===== src/rtl/l1_dcache_controller.sv =====
// L1 data-cache controller: read-allocate, write-through, no-write-allocate.
// The cache arrays sit outside this block. It sequences lookup, memory access and fill, and keeps hit/miss statistics.
module l1_dcache_controller #(
  parameter int ADDR_W = 16,
  parameter int DATA_W = 16,
  parameter int CNT_W  = 16
) (
  input  logic              i_clk,
  input  logic              i_reset,
  input  logic              i_cpu_req,
  input  logic              i_cpu_we,
  input  logic [ADDR_W-1:0] i_cpu_addr,
  input  logic [DATA_W-1:0] i_cpu_wdata,
  output logic              o_cpu_ready,
  output logic [DATA_W-1:0] o_cpu_rdata,
  output logic              o_cpu_busy,
  output logic [ADDR_W-1:0] o_l1_addr,
  input  logic              i_l1_hit,
  input  logic [DATA_W-1:0] i_l1_rdata,
  output logic              o_l1_wr_en,
  output logic              o_l1_fill_en,
  output logic [DATA_W-1:0] o_l1_wdata,
  output logic              o_mem_req,
  output logic              o_mem_we,
  output logic [ADDR_W-1:0] o_mem_addr,
  output logic [DATA_W-1:0] o_mem_wdata,
  input  logic              i_mem_ack,
  input  logic [DATA_W-1:0] i_mem_rdata,
  output logic [CNT_W-1:0]  o_hit_count,
  output logic [CNT_W-1:0]  o_miss_count
);

  typedef enum logic [2:0] {
    S_IDLE      = 3'd0,
    S_LOOKUP    = 3'd1,
    S_MEM_READ  = 3'd2,
    S_FILL      = 3'd3,
    S_MEM_WRITE = 3'd4,
    S_RESPOND   = 3'd5
  } state_t;

  state_t            r_state;
  logic              r_we;
  logic              r_hit_flag;
  logic [ADDR_W-1:0] r_addr;
  logic [DATA_W-1:0] r_wdata;
  logic [DATA_W-1:0] r_rdata;
  logic [DATA_W-1:0] r_l1_wdata;
  logic              r_ready;
  logic              r_fill_en;
  logic              r_mem_req;
  logic              r_mem_we;
  logic [CNT_W-1:0]  r_hit_cnt;
  logic [CNT_W-1:0]  r_miss_cnt;
  logic              w_l1_wr_en;

  function automatic logic [CNT_W-1:0] sat_inc(input logic [CNT_W-1:0] v);
    return (&v) ? v : v + {{(CNT_W-1){1'b0}}, 1'b1};
  endfunction

  // The write-hit strobe must coincide with the ack cycle, so it is decoded from the ack rather than registered.
  assign w_l1_wr_en = (r_state == S_MEM_WRITE) && r_mem_req && i_mem_ack && r_hit_flag && !i_reset;

  assign o_cpu_ready  = r_ready;
  assign o_cpu_rdata  = r_rdata;
  assign o_cpu_busy   = (r_state != S_IDLE);
  assign o_l1_addr    = r_addr;
  assign o_l1_wr_en   = w_l1_wr_en;
  assign o_l1_fill_en = r_fill_en;
  assign o_l1_wdata   = r_l1_wdata;
  assign o_mem_req    = r_mem_req;
  assign o_mem_we     = r_mem_we;
  assign o_mem_addr   = r_addr;
  assign o_mem_wdata  = r_wdata;
  assign o_hit_count  = r_hit_cnt;
  assign o_miss_count = r_miss_cnt;

  always_ff @(posedge i_clk) begin
    if (i_reset) begin
      r_state    <= S_IDLE;
      r_we       <= 1'b0;
      r_hit_flag <= 1'b0;
      r_addr     <= {ADDR_W{1'b0}};
      r_wdata    <= {DATA_W{1'b0}};
      r_rdata    <= {DATA_W{1'b0}};
      r_l1_wdata <= {DATA_W{1'b0}};
      r_ready    <= 1'b0;
      r_fill_en  <= 1'b0;
      r_mem_req  <= 1'b0;
      r_mem_we   <= 1'b0;
      r_hit_cnt  <= {CNT_W{1'b0}};
      r_miss_cnt <= {CNT_W{1'b0}};
    end else begin
      r_ready   <= 1'b0;
      r_fill_en <= 1'b0;
      case (r_state)
        S_IDLE: begin
          if (i_cpu_req) begin
            r_we    <= i_cpu_we;
            r_addr  <= i_cpu_addr;
            r_wdata <= i_cpu_wdata;
            r_state <= S_LOOKUP;
          end
        end
        S_LOOKUP: begin
          if (r_we) begin
            r_hit_flag <= i_l1_hit;
            if (i_l1_hit) r_hit_cnt <= sat_inc(r_hit_cnt);
            else          r_miss_cnt <= sat_inc(r_miss_cnt);
            r_l1_wdata <= r_wdata;
            r_mem_req  <= 1'b1;
            r_mem_we   <= 1'b1;
            r_state    <= S_MEM_WRITE;
          end else if (i_l1_hit) begin
            r_rdata   <= i_l1_rdata;
            r_hit_cnt <= sat_inc(r_hit_cnt);
            r_ready   <= 1'b1;
            r_state   <= S_RESPOND;
          end else begin
            r_miss_cnt <= sat_inc(r_miss_cnt);
            r_mem_req  <= 1'b1;
            r_mem_we   <= 1'b0;
            r_state    <= S_MEM_READ;
          end
        end
        S_MEM_READ: begin
          if (i_mem_ack) begin
            r_rdata    <= i_mem_rdata;
            r_l1_wdata <= i_mem_rdata;
            r_mem_req  <= 1'b0;
            r_fill_en  <= 1'b1;
            r_state    <= S_FILL;
          end
        end
        S_FILL: begin
          r_ready <= 1'b1;
          r_state <= S_RESPOND;
        end
        S_MEM_WRITE: begin
          if (i_mem_ack) begin
            r_mem_req <= 1'b0;
            r_mem_we  <= 1'b0;
            r_ready   <= 1'b1;
            r_state   <= S_RESPOND;
          end
        end
        S_RESPOND: begin
          r_addr  <= {ADDR_W{1'b0}};
          r_state <= S_IDLE;
        end
        default: begin
          r_mem_req <= 1'b0;
          r_mem_we  <= 1'b0;
          r_addr    <= {ADDR_W{1'b0}};
          r_state   <= S_IDLE;
        end
      endcase
    end
  end

endmodule


===== config.mk =====
export PLATFORM = sky130hd
export DESIGN_NAME = l1_dcache_controller
export DESIGN_NICKNAME = d
export VERILOG_FILES = /design/src/rtl/l1_dcache_controller.sv
export SDC_FILE = /design/constraint.sdc
export NUM_CORES = 1
export LEC_CHECK = 0
export BUFFER_PORTS_ARGS = -buffer_cell sky130_fd_sc_hd__buf_2
export CORE_MARGIN = 10
export CORE_UTILIZATION = 44
export DETAILED_ROUTE_END_ITERATION = 10
export PLACE_DENSITY = 0.8
export SETUP_SLACK_MARGIN = 0.02
export SYNTH_ARGS = -nofsm -noshare
export SYNTH_HDL_FRONTEND = slang
export SYNTH_SLANG_ARGS = --single-unit
export TNS_END_PERCENT = 50

===== constraint.sdc =====
create_clock -name i_clk -period 2 [get_ports i_clk]
set_input_delay 0.3 -clock i_clk [delete_from_list [all_inputs] [get_ports i_clk]]
set_output_delay 0.3 -clock i_clk [all_outputs]
set_load 0.005 [all_outputs]

Word level (Yosys, flattened, before mapping)
Cells that the tools add are included.

Reduce and logical (&&, ||, !) cells: 25. Bitwise gates (word level): 7. Muxes and demuxes: 25. Eq/ne operators: 13. Add/subtract/negate cells: 2.

Operators with widths (number): $pmux W16 S2 (3); $mux W16 (5); $add A16 B1 Y16 const B (2); $reduce_and A16 Y1 (2); $reduce_and A3 Y1 (6); $mux W3 (5); $pmux W3 S5 (1); $ne A2 B2 Y1 const B (6); $pmux W1 S3 (3); $mux W1 (8); $reduce_or A4 Y1 (2); $not A1 Y1 (7); $eq A3 B2 Y1 const B (2); $eq A3 B3 Y1 const B (2); $reduce_and A2 Y1 (3); $logic_and A1 B1 Y1 (4); $reduce_and A4 Y1 (1); $reduce_or A2 Y1 (2); $eq A3 B1 Y1 const B (1); $logic_not A3 Y1 (1); $ne A3 B3 Y1 const B (1); $reduce_bool A3 Y1 (1); $reduce_or A3 Y1 (1); $ne A2 B1 Y1 const B (1); 2 further kinds (2).

Register bits: 105. Logic and storage cells: 85. Output and inout port bits: 118. Input bits: 70.

Logic depth before layout (Yosys ltp)
Gate-level depths: netlist of the first run.

Depth after elaboration: 5. Gate-level depth with buffers: 7. Gate-level depth less buffers: 5.

Worst setup path before layout of the first run
Ideal clock, no wire load.

Path kind: register to register. Start: register r_state[1]. End: register r_miss_cnt[14] (netlist: o_miss_count[14]). Path buffers: 3. Arrival time: 2.110 ns. Stages on the path, launching flop included: 8. Library setup time: 0.070 ns. Slack: -0.180 ns. Clock period less this slack: 2.180 ns. Path through: dfxtp_1 > buf_6 > or4b_1 > buf_2 > or3_1 > clkbuf_2 > or4_1 > a21oi_1.

Cells in the longest elaborated chain, start to end: 2.

RTL lines: start: declaration (RTL line 42) `state_t r_state;`; start signal: assignment (RTL line 80) `r_state <= S_IDLE;`; start signal: assignment (RTL line 102) `r_state <= S_LOOKUP;`; start signal: assignment (RTL line 113) `r_state <= S_MEM_WRITE;`; $eq A3 B1 Y1 (RTL line 96) `case (r_state)`; $reduce_and A3 Y1 (no source line); end signal: assignment (RTL line 92) `r_miss_cnt <= {CNT_W{1'b0}};`; end signal: assignment (RTL line 109) `else r_miss_cnt <= sat_inc(r_miss_cnt);`; end signal: assignment (RTL line 120) `r_miss_cnt <= sat_inc(r_miss_cnt);`; end: declaration (RTL line 54) `logic [CNT_W-1:0] r_miss_cnt;`.

No other way between the ends. A chain may end at the register's enable or synchronous reset.

Worst setup path in the final report of the first run
Same ends and word-level chain as after synthesis.

==> results.yml, run 1 <==
clock_tree:
  path_clk_slew_ns: 0.11
  cts_tree: "done"
  ctsHoldBuffers: 0
  cts.path.max_buffers: 2
  htreeDepth: 3
  cts_root_buf: "clkbuf_8"
  worstSkewPairLatency_ns: 0.36
  numClockSinks: 105
  numCtsBuffers: 9
global_route:
  grt_pass1_wl_um: 22000
  antenna_found_initial: 0
  grt_use_total_pct: 17.5
  grt_pass1_vias: 4590
  grt_overflow: 0
  grt_max_degree: 44
min_path:
  hold_class: "primary input to flop"
critical_path:
  crit_arrival_ns: 2.21
  startpoint_type: "flop"
  path_cells: "or4b_4, or3_4, or4_4, a21oi_2"
  end_kind: "flop"
  crit_slowest_cell: "or4b_4"
  path_max_fanout: 4
  cpPeakStageDelay_ns: 0.54
  crit_family: "simple AND/OR/NAND/NOR gates"
  cp.required_ns: 2.30
  cp_num_buf_inv: 0
  worst-setup-path-type: "flop to flop"
timing:
  hold_viol_final: 0
  post-route-period-util_pct: 95.7
  fin_crit_ns: 1.91
  rsz0062_at_grt: "yes"
  holdWs_ns: 0.168
  fin_ws_ns: 0.0867
  finClkSkew_ns: 0.0113
  finalSetupViolations: 0
  drv_slew: 0
  max_slew.worst_pin.slew_ns: 0.645
  fmax_mhz: 523
  max_slew_margin_pct: 56.9
finish:
  multiInputGateArea_um2: 2340
  final_cell_area_um2: 6030
  fill_cells: 883
  syn2layout_area_growth_pct: 29.7
  diodes: 0
  drive_gt1_share_pct: 36.7
  fin_nets: 779
  seqCellArea_um2: 2100
logic_synthesis:
  yosys.area_share.simple_pct: 21.0
  netlist.area_leader.share_pct: 45.2
  synth_edf_count: 0
  yosys.cell_types.count: 43
  synth_fp_nets: 606
  yosys_warnings: 0
  ys_dominant_reg_cell: "dfxtp_1"
  synth-async-reset-ratio_pct: 0
  synth_top_area_cell: "dfxtp_1"
  synth-seq-area-share_pct: 45.2
  synth-compound-area-share_pct: 18.7
  synth_mux_area_share_pct: 8.24
  synth_adder_area_share_pct: 0.538
  syn_area_um2: 4650
  synth_top_family_by_area: "simple AND/OR/NAND/NOR gates"
  synth_cells: 534
  ys_top_cells_by_area: "dfxtp_1 45%, mux2i_1 7.8%, a211oi_1 5.2%, a21oi_1 4.8%, nor2_1 4.8%"
  postSynthAreaPerCell_um2: 8.70
  synthXorXnorAreaFrac_pct: 0
  synthTopCellsByCount: "105 x dfxtp_1, 60 x nor2_1, 57 x nand2_1"
  ys_ff_latch: 105
  yosys.cell_count.top_type: "dfxtp_1"
floorplan:
  coreArea_um2: 10300
  die_x_um: 123
  die_h_um: 123
  ios: 188
  num_rows: 37
  dieArea_um2: 15100
  initial_core_util_pct: 45.0
detailed_routing:
  routed_via_density: 5.51
  drt_pass1_iterations: 4
  wl_per_cell_um: 16.6
  vias: 4671
  drtIter0Drc: 325
  drt.antenna.violating_nets: 0
  totalWireLength_um: 14100
  drcViolationCount: 0
power:
  p_per_area_nw_per_um2: 743
  power.internal_uw: 3130
  p_switching_uw: 1350
  pwr-share-comb_pct: 20.7
  pwr-share-seq_pct: 51.9
  p_clk_share_pct: 27.4
  p_sw_share_pct: 30.2
  ir_drop_mv: 0.299
  power_leakage_uw: 0.00250
placement:
  dp_slack_ns: -0.0685
  port_buffers: 187
  gp_congestion: 0.877
  placed_area_um2: 5750
  dp_hpwl_um: 10600
status:
  run_status: "finished clean"
flow_run:
  drv_cap: 0
## layout by cell type (no fill, tap or decap), drive strengths merged, types with 2 or more instances in the layout
| cell type | n |
|---|---|
| or4 | 11 |
| a22oi | 16 |
| dfxtp | 105 |
| a211oi | 32 |
| and3 | 3 |
| a31oi | 2 |
| nor2b | 5 |
| nor4bb | 2 |
| o311ai | 5 |
| mux2 | 2 |
| o41ai | 5 |
| or3 | 10 |
| mux2i | 36 |
| ha | 2 |
| nand4 | 13 |
| clkbuf | 9 |
| nor4 | 4 |
| nor3 | 8 |
| a21oi | 45 |
| nand2 | 57 |
| nand4bb | 2 |
| and4 | 3 |
| o21ai | 14 |
| nand3b | 2 |
| or2 | 4 |
| clkinvlp | 4 |
| buf | 217 |
| inv | 5 |
| nand3 | 7 |
| nor4b | 2 |
| o31ai | 12 |
| nor2 | 60 |
## worst register-to-register path: stages (launching register included)
cell and delay, ns:
dfxtp_2 0.34, or4b_4 0.54, or3_4 0.36, or4_4 0.49, a21oi_2 0.12
## metrics by stage
stage                     cells  utilization, %  power, uW  TNS (ns)
final                       848            58.4       4480         0
after global routing        848            58.4       4720   -0.0220
after CTS                   846            57.7       4520         0
after detailed placement    830            55.7       3280    -0.336
after global placement      830            55.7       3250    -0.102
after floorplan             534               -       2900    -0.233
## final timing paths
| path | startpoint | endpoint | slack (ns) | depth (start not counted) |
|---|---|---|---|---|
| worst max-delay path | r_state[1] | o_miss_count[14] | 0.09 | 4 |
| worst max register to register | r_state[1] | o_miss_count[14] | 0.09 | 4 |
| worst min-delay path | i_cpu_wdata[0] | o_mem_wdata[0] | 0.17 | 3 |
| worst min register to register | o_mem_wdata[14] | o_mem_wdata[14] | 0.47 | 2 |
## power groups by stage
stage | logic [uW] | registers (uW) | clock network (uW)
floorplan | 523 | 2380 | 0
global placement | 890 | 2360 | 0
detailed placement | 914 | 2370 | 0
CTS | 926 | 2320 | 1270
global route | 1040 | 2350 | 1340
finish | 925 | 2330 | 1230
## kinds of logic (layout without fill, tap and decap cells)
kind of cell | Yosys count | count (layout)
AOI/OAI and AO/OA | 134 | 134
adders and majority gates | 2 | 2
buffers and inverters | 58 | 236
DFF | 105 | 105
muxes | 38 | 38
and+or+nand+nor | 197 | 197
## registers in the layout (all words and copies together) (netlist names)
name          count
o_hit_count      16
o_mem_req         1
r_state           3
r_we              1
o_mem_we          1
o_l1_wdata       16
o_l1_addr        16
o_miss_count     16
o_l1_fill_en      1
r_hit_flag        1
o_cpu_ready       1
o_cpu_rdata      16
o_mem_wdata      16
## routing by layer
metal,global-route usage [%],vias to the layer above,part of all wire (%)
met4,6.11,0,0.89
li1,-,2282,-
met3,4.78,9,9.0
met5,0,-,0
met2,29.7,178,49
met1,20.7,2202,41
## area by class of cell
cell class / count / share of cell area, %
Clock buffer: 9 / 2.06
Clock inverter: 7 / 0.913
Inverter: 3 / 0.187
Multi-Input combinational cell: 371 / 38.8
Sequential cell: 105 / 34.9
Tap cell: 136 / 2.82
Timing Repair Buffer: 217 / 20.3
## what timing repair did
action	CTS	global route
cloned	0	0
resized for setup	4	18
setup buffers	0	2
pin swaps	0	4
endpoints found under the setup margin	6	28
Note: power is estimated with default switching activity, not from simulation.
==> inputs of run 2 (changes only) <==
- PLACE_DENSITY: 0.8 -> not set
- PLACE_DENSITY_LB_ADDON: not set -> 0.05
==> run 2 against run 1 <==
Net effect: cell count is 0.59% lower; die area stayed put; worst setup slack worse by 0.010 ns; total power is 4.5% higher; worst hold slack worse by 0.0089 ns; clock skew is 0.00070 ns lower; combinational power is 3.5% lower; register-to-register slack hardly changed; critical path type unchanged; largest cell class unchanged.
==> results.yml, run 2 (synthesized netlist as in run 1, its figures left out) <==
detailed_routing:
  wl_per_cell_um: 16.7
  drcViolationCount: 0
  routed_via_density: 5.39
  drtIter0Drc: 245
  drt.antenna.violating_nets: 0
  vias: 4546
  totalWireLength_um: 14100
  drt_pass1_iterations: 4
floorplan:
  coreArea_um2: 10300
  initial_core_util_pct: 45.0
  dieArea_um2: 15100
  ios: 188
  num_rows: 37
  die_x_um: 123
  die_h_um: 123
finish:
  fin_nets: 775
  diodes: 0
  drive_gt1_share_pct: 35.5
  most-common-layout-cells: "186 x buf_2, 105 x dfxtp_1, 58 x nor2_1"
  fill_cells: 976
  final_common_cell: "buf_2"
  syn2layout_area_growth_pct: 28.7
timing:
  rsz0062_at_grt: "yes"
  fin_ws_ns: 0.0766
  max_slew_margin_pct: 58.4
  finClkSkew_ns: 0.0106
  fin_crit_ns: 1.92
  finalSetupViolations: 0
  max_slew.worst_pin.slew_ns: 0.623
  post-route-period-util_pct: 96.2
  fmax_mhz: 520
  drv_slew: 0
  hold_viol_final: 0
global_route:
  grt_max_degree: 46
  grt_pass1_wl_um: 21800
  grt_use_total_pct: 17.5
  grt_pass1_vias: 4388
  antenna_found_initial: 0
  grt_overflow: 0
clock_tree:
  htreeDepth: 3
  cts_root_buf: "clkbuf_8"
  ctsHoldBuffers: 0
  cts.path.max_buffers: 2
  path_clk_slew_ns: 0.10
  numClockSinks: 105
  cts_tree: "done"
  numCtsBuffers: 9
  worstSkewPairLatency_ns: 0.37
critical_path:
  crit_arrival_ns: 2.19
  cp.required_ns: 2.26
  path_max_fanout: 17
  startpoint: "r_state[1]"
  ff2ff_setup_slack_ns: 0.08
  worst-setup-path-type: "flop to flop"
  r2r-start: "r_state[1]"
  cp-endpoint: "o_hit_count[11]"
  ff2ff_path_depth: 6
  r2r-end: "o_hit_count[11]"
  end_kind: "flop"
  startpoint_type: "flop"
min_path:
  hold_class: "primary input to flop"
flow_run:
  drv_cap: 0
placement:
  dp_hpwl_um: 10500
  dp_slack_ns: -0.0454
  port_buffers: 187
  gp_congestion: 0.844
status:
  run_status: "finished clean"
power:
  p_per_area_nw_per_um2: 782
  finalPower_uw: 4680
  ir_drop_mv: 0.368
  power_leakage_uw: 0.00248
-- run 2: worst min-delay path by stage --
stage,start,endpoint,slack [ns],cells past startpoint
floorplan,i_cpu_wdata[0],o_mem_wdata[0],0.44,2
detailed placement,o_mem_wdata[7],o_mem_wdata[7],0.46,2
global route,i_cpu_wdata[1],o_mem_wdata[1],0.16,3
CTS,i_cpu_wdata[3],o_mem_wdata[3],0.15,3
finish,i_cpu_wdata[3],o_mem_wdata[3],0.16,3
global placement,o_mem_wdata[7],o_mem_wdata[7],0.46,2
-- run 2: report_power, final --
part	internal (uW)	switching (uW)
Sequential	2240	92.3
Combinational	406	487
Clock	731	727
-- run 2: final cells by class --
class | count | area, um^2 | share of cell area, %
well taps | 136 | 170 | 2.84
inverters | 3 | 11.3 | 0.188
flip-flops and latches | 105 | 2100 | 35.1
clock inverters | 5 | 80.1 | 1.34
multi-input cells | 371 | 2320 | 38.8
repair buffers | 213 | 1160 | 19.4
clock buffers | 10 | 138 | 2.30
-- run 2: metrics by stage --
step	utilization, %	setup TNS, ns	instance area (um^2)	cells	hold WS [ns]
finish	58.0	0	5980	843	0.159
global placement	55.3	-0.0385	5710	828	0.457
global route	58.0	-0.0804	5980	843	0.165
CTS	57.5	0	5930	843	0.148
detailed placement	55.3	-0.105	5710	828	0.462
floorplan	-	-0.233	4650	534	0.436
-- run 2: worst max-delay path, cell delays in order (launching register included) --
cell and delay, ns:
dfxtp_1 0.32, buf_4 0.19, nor4bb_2 0.29, buf_4 0.17, nand2_2 0.12, nor4_2 0.37
mux2_2 0.37
-- run 2: what timing repair did --
| action | 4_1_cts | 5_1_grt |
|---|---|---|
| endpoints found under the setup margin | 1 | 25 |
| setup buffers | 0 | 0 |
| gates cloned | 0 | 0 |
| resized for setup | 1 | 11 |
| pin swaps | 0 | 3 |
-- run 2: metal layers --
metal  up-vias  global-route usage, %  share of wire [%]
met5         -                      0                  0
met4         0                   5.82                1.4
met3        14                   4.91                7.5
met2       141                   27.5                 46
met1      2114                   22.8                 46
li1       2277                      -                  -
